--- config.mk ---
export PLATFORM = sky130hd
export DESIGN_NAME = tone_generator
export DESIGN_NICKNAME = d
export VERILOG_FILES = /design/src/rtl/tone_generator.sv
export SDC_FILE = /design/constraint.sdc
export NUM_CORES = 1
export LEC_CHECK = 0
export CAP_MARGIN = 15
export CORE_MARGIN = 3
export CORE_UTILIZATION = 61
export CTS_CLUSTER_SIZE = 8
export DETAILED_ROUTE_END_ITERATION = 16
export GPL_ROUTABILITY_DRIVEN = 0
export PLACE_DENSITY = 0.8
export SYNTH_ARGS = -nofsm -noshare
export SYNTH_HDL_FRONTEND = slang
export SYNTH_SLANG_ARGS = --single-unit
--- constraint.sdc ---
create_clock -name clk -period 5.4 [get_ports clk]
set_input_delay 0.54 -clock clk [delete_from_list [all_inputs] [get_ports clk]]
set_output_delay 0.54 -clock clk [all_outputs]
set_load 0.02 [all_outputs]
--- src/rtl/tone_generator.sv ---
// Note-code to square-wave speaker driver; pitch changes only on full-period boundaries.
// Optional PWM volume gating is built when the macro TONE_VOLUME_EN is defined.
module tone_generator #(
  parameter int unsigned CLK_FREQ = 100_000_000
) (
  input  logic       clk,
  input  logic       rst,
  input  logic [4:0] note,
`ifdef TONE_VOLUME_EN
  input  logic [2:0] vol,
`endif
  output logic       speaker,
  output logic       busy,
  output logic [4:0] cur_note,
  output logic       period_tick
);

  localparam int CNT_W = 20;

  typedef enum logic [1:0] {
    S_IDLE = 2'd0,
    S_HIGH = 2'd1,
    S_LOW  = 2'd2
  } state_t;

  function automatic int unsigned low_freq(input int unsigned idx);
    case (idx)
      0:       return 131;
      1:       return 147;
      2:       return 165;
      3:       return 175;
      4:       return 196;
      5:       return 220;
      default: return 247;
    endcase
  endfunction

  // Half-periods below one cycle or beyond the counter range are pinned to the nearest legal value.
  function automatic logic [CNT_W-1:0] sat_half(input logic [63:0] h);
    if (h == 64'd0) return 20'd1;
    if (h > 64'h0000_0000_000F_FFFF) return '1;
    return h[CNT_W-1:0];
  endfunction

  function automatic logic [31:0][CNT_W-1:0] build_half_tab();
    logic [31:0][CNT_W-1:0] tab;
    logic [63:0]            f;
    int unsigned            k;
    for (int c = 0; c < 32; c++) begin
      if (c >= 1 && c <= 21) begin
        k = 32'(c) - 32'd1;
        f = 64'(low_freq(k % 7)) << (k / 7);
        tab[5'(c)] = sat_half(64'(CLK_FREQ) / (64'd2 * f));
      end else begin
        tab[5'(c)] = 20'd1;
      end
    end
    return tab;
  endfunction

  localparam logic [31:0][CNT_W-1:0] HALF_TAB = build_half_tab();

  state_t           state_q, state_d;
  logic [CNT_W-1:0] cnt_q, cnt_d;
  logic [4:0]       cur_q, cur_d;
  logic [4:0]       note_q, note_d;
  logic [CNT_W-1:0] half_cur;
  logic             half_last;
  logic             tick;

  // Out-of-range codes are treated as rests at the input register.
  assign note_d    = (note > 5'd21) ? 5'd0 : note;
  assign half_cur  = HALF_TAB[cur_q];
  assign half_last = (cnt_q == half_cur - 20'd1);

  always_ff @(posedge clk) begin
    if (rst) begin
      state_q <= S_IDLE;
      cnt_q   <= '0;
      cur_q   <= '0;
      note_q  <= '0;
    end else begin
      state_q <= state_d;
      cnt_q   <= cnt_d;
      cur_q   <= cur_d;
      note_q  <= note_d;
    end
  end

  always_comb begin
    state_d = state_q;
    cnt_d   = cnt_q;
    cur_d   = cur_q;
    tick    = 1'b0;
    case (state_q)
      S_IDLE: begin
        cnt_d = '0;
        cur_d = '0;
        if (note_q != 5'd0) begin
          cur_d   = note_q;
          state_d = S_HIGH;
        end
      end
      S_HIGH: begin
        if (half_last) begin
          cnt_d   = '0;
          state_d = S_LOW;
        end else begin
          cnt_d = cnt_q + 20'd1;
        end
      end
      S_LOW: begin
        if (half_last) begin
          // Period boundary: the only point where the sounding note may change or stop.
          tick  = 1'b1;
          cnt_d = '0;
          if (note_q == 5'd0) begin
            cur_d   = '0;
            state_d = S_IDLE;
          end else begin
            cur_d   = note_q;
            state_d = S_HIGH;
          end
        end else begin
          cnt_d = cnt_q + 20'd1;
        end
      end
      default: begin
        cnt_d   = '0;
        cur_d   = '0;
        state_d = S_IDLE;
      end
    endcase
  end

`ifdef TONE_VOLUME_EN
  logic [2:0] pwm_cnt_q;

  always_ff @(posedge clk) begin
    if (rst) pwm_cnt_q <= '0;
    else     pwm_cnt_q <= pwm_cnt_q + 3'd1;
  end

  assign speaker = (state_q == S_HIGH) && (pwm_cnt_q <= vol);
`else
  assign speaker = (state_q == S_HIGH);
`endif

  assign busy        = (state_q != S_IDLE);
  assign cur_note    = cur_q;
  assign period_tick = tick;

endmodule

==> flow_summary.ini <==
[run_status]
status = complete, no violations

[clocking]
hold_buffers = 0
cts_tree = yes
clock_latency_ps = 310
clock_sinks = 51
post_cts_buffers = 0
cts_resized = 0
htreeDepth = 2
numCtsBuffers = 5
root_buffer = clkbuf_8
cts.path.max_buffers = 2
path_clk_slew_ps = 90

[logic_synthesis]
synth_fa_ha_area_share_pct = 5.44
ys.flop_type = dfxtp_1
synthXorXnorAreaFrac_pct = 11.9
ys_warn_count = 0
synth.distinct_cells = 63
synth_most_common_cell = dfxtp_1
synth_nets = 394
ys_seq_area_share_pct = 31.7
synth_top_family_by_area = simple AND/OR/NAND/NOR gates
ys_top_cells_by_count = dfxtp_1, nor2_1, nand2_1
synth_edf_count = 0
syn_inst = 373
synth.area.mux_share_pct = 8.24
synth-compound-area-share_pct = 13.4
synth.area.top_cells = dfxtp_1, xor2_1, mux2i_1, ha_1, xnor2_1
syn_area_per_cell_um2 = 8.63
synth_area_um2 = 3220
synthArstFlopShare_pct = 0
synthSimpleGateAreaFrac_pct = 25.3
ys_ff_latch = 51
yosysTopAreaCellShare_pct = 31.7
synth_area_leader_cell = dfxtp_1

[detailed_routing]
vias_per_cell = 5.97
ant_nets = 0
drt_iter0_drc = 211
totalWireLength_um = 6760
drtPass1Iterations = 5
avgRoutedWirePerCell_um = 14.9
route.detailed.drc = 0
num_vias = 2704

[finish]
layoutNonFillerInstCount = 453
fillers = 396
post-route-cell-area_um2 = 3500
drive_above_1_share_pct = 8.29
fin_nets = 406
diodes = 0
area_delta_synth_final_pct = 8.82

[timing]
setup-tns-final_ps = 0
rsz0062_at_grt = no
fmax_ghz = 0.240
final-hold-violation-count = 0
fin_skew_ps = 9.10
worst_pin_slew_ps = 719
fin_crit_sh_pct = 77.1
slew_headroom_pct = 51.0
setup_viol = 0
slew_violations = 0
fin_crit_ps = 4160

[floorplan]
dieHeight_um = 78.6
rows = 25
die_area_um2 = 6190
io_pins = 15
initial_core_util_pct = 65.6
core_region_area_um2 = 4910
die_w_um = 78.6

[critical_path]
cp_data_arrival_time_ps = 3620
crit_type = flop to primary output
path_depth = 10
crit_slowest_cell = clkdlybuf4s50_1
slowest_delay_ps = 600
critPathMaxFanout = 8
worst_r2r_path_depth = 15
worstSetupEndpointType = primary output
start_kind = flop
critPathRequiredTime_ps = 4860
cp_num_buf_inv = 2
crit_family = simple AND/OR/NAND/NOR gates
path_cells = inv_1 > ha_1 > nor4b_4 > nand2_2 > or4_4 > a21oi_1 > nand4_1 > nor4_1 > and2_1 > clkdlybuf4s50_1

[job]
maxCapViolCount = 0

[place]
place_area_um2 = 3410
placedCellCount = 445
io_buffers = 14
hpwlAfterDp_um = 5150

[global_routing]
grt_pass1_vias = 2619
globalRouteTotalUtil_pct = 23.6
grt_antenna_before_repair = 0
grt_max_degree = 21
grt_pass1_wl_um = 11800
grt_remaining_overflow = 0

[pwr]
leakage_nw = 1.37
vdd_drop_max_v = 0.000321
p_per_area_nw_per_um2 = 455

[worst_hold_path]
hold_depth = 2
hp-class = flop to flop
sequential cells by signal, summed over array words and instances, names as in the netlist:
name and flops:
state_q 2, cnt_q 20, half_cur 19, cur_note 5, note_q 5
worst paths after layout:
check	slack, ps	startpoint	to
setup reg to reg	1360	half_cur[0]	half_cur[3]
setup / recovery	1240	half_cur[0]	period_tick
hold / removal	500	cur_note[4]	cur_note[4]
hold reg to reg	500	cur_note[4]	cur_note[4]
placed cells by master (no fill, tap or decap), drive strengths merged, types with 4 or more instances in the layout:
cell           instances
a211oi                 5
a21oi                 10
a31oi                  4
and2                   7
and3                   8
clkbuf                 6
clkdlybuf4s50         14
dfxtp                 51
ha                    14
inv                   20
mux2                   4
mux2i                 20
nand2                 29
nand2b                 8
nand3                 12
nor2                  43
nor3                  13
nor3b                  4
nor4                   8
o211ai                 5
o21ai                 10
o221ai                 4
xnor2                 20
xor2                  21
power by group:
group | leakage, nW | switching (mW) | internal, mW
clock network | 0.0418 | 0.122 | 0.0931
registers | 0.416 | 0.103 | 0.446
logic | 0.916 | 0.467 | 0.363
total | 1.37 | 0.692 | 0.902
per-layer routing:
layer | global-route usage [%] | routed length (um) | up-vias
met5 | 0 | 0 | -
met4 | 7.87 | 119 | 0
met3 | 4.01 | 350 | 12
met2 | 40.8 | 3240 | 77
met1 | 29.6 | 3050 | 1277
li1 | - | - | 1338
through the flow:
step                total power, mW  utilization (%)  hold WS (ps)  worst slack [ps]
floorplan                      1.19                -           447              1280
global placement               1.36             69.5           476              1590
detailed placement             1.38             69.5           485              1420
CTS                            1.59             71.3           507              1280
global route                   1.71             71.3           548              1000
finish                         1.59             71.3           496              1240
cell families (layout without fill, tap and decap cells):
group,count (synthesis),in the layout
flip-flops,51,51
buffers and inverters,31,44
multiplexers,24,24
adder cells (fa/ha/maj),14,14
AO/OA/AOI/OAI,58,58
XOR/XNOR,42,42
AND/OR/NAND/NOR,153,153
worst register-to-register path, stage by stage, from the launching register on:
cell	delay, ps
dfxtp_1	390
inv_1	90
ha_1	230
nor4b_4	360
nand2_2	100
or4_4	560
a211oi_2	250
and4_4	270
a41o_1	330
mux2i_1	220
buf_4	220
inv_1	120
ha_1	350
inv_1	120
mux2i_1	70
mux2_2	260
cell type report:
class	instances	area [um^2]	area share, %
clock buffers	6	72.6	2.07
clock inverters	2	16.3	0.464
repair buffers	17	163	4.64
multi-input cells	291	2070	59.1
well taps	67	83.8	2.39
inverters	19	76.3	2.18
flip-flops and latches	51	1020	29.1
Power figures use the tool's default switching activity.
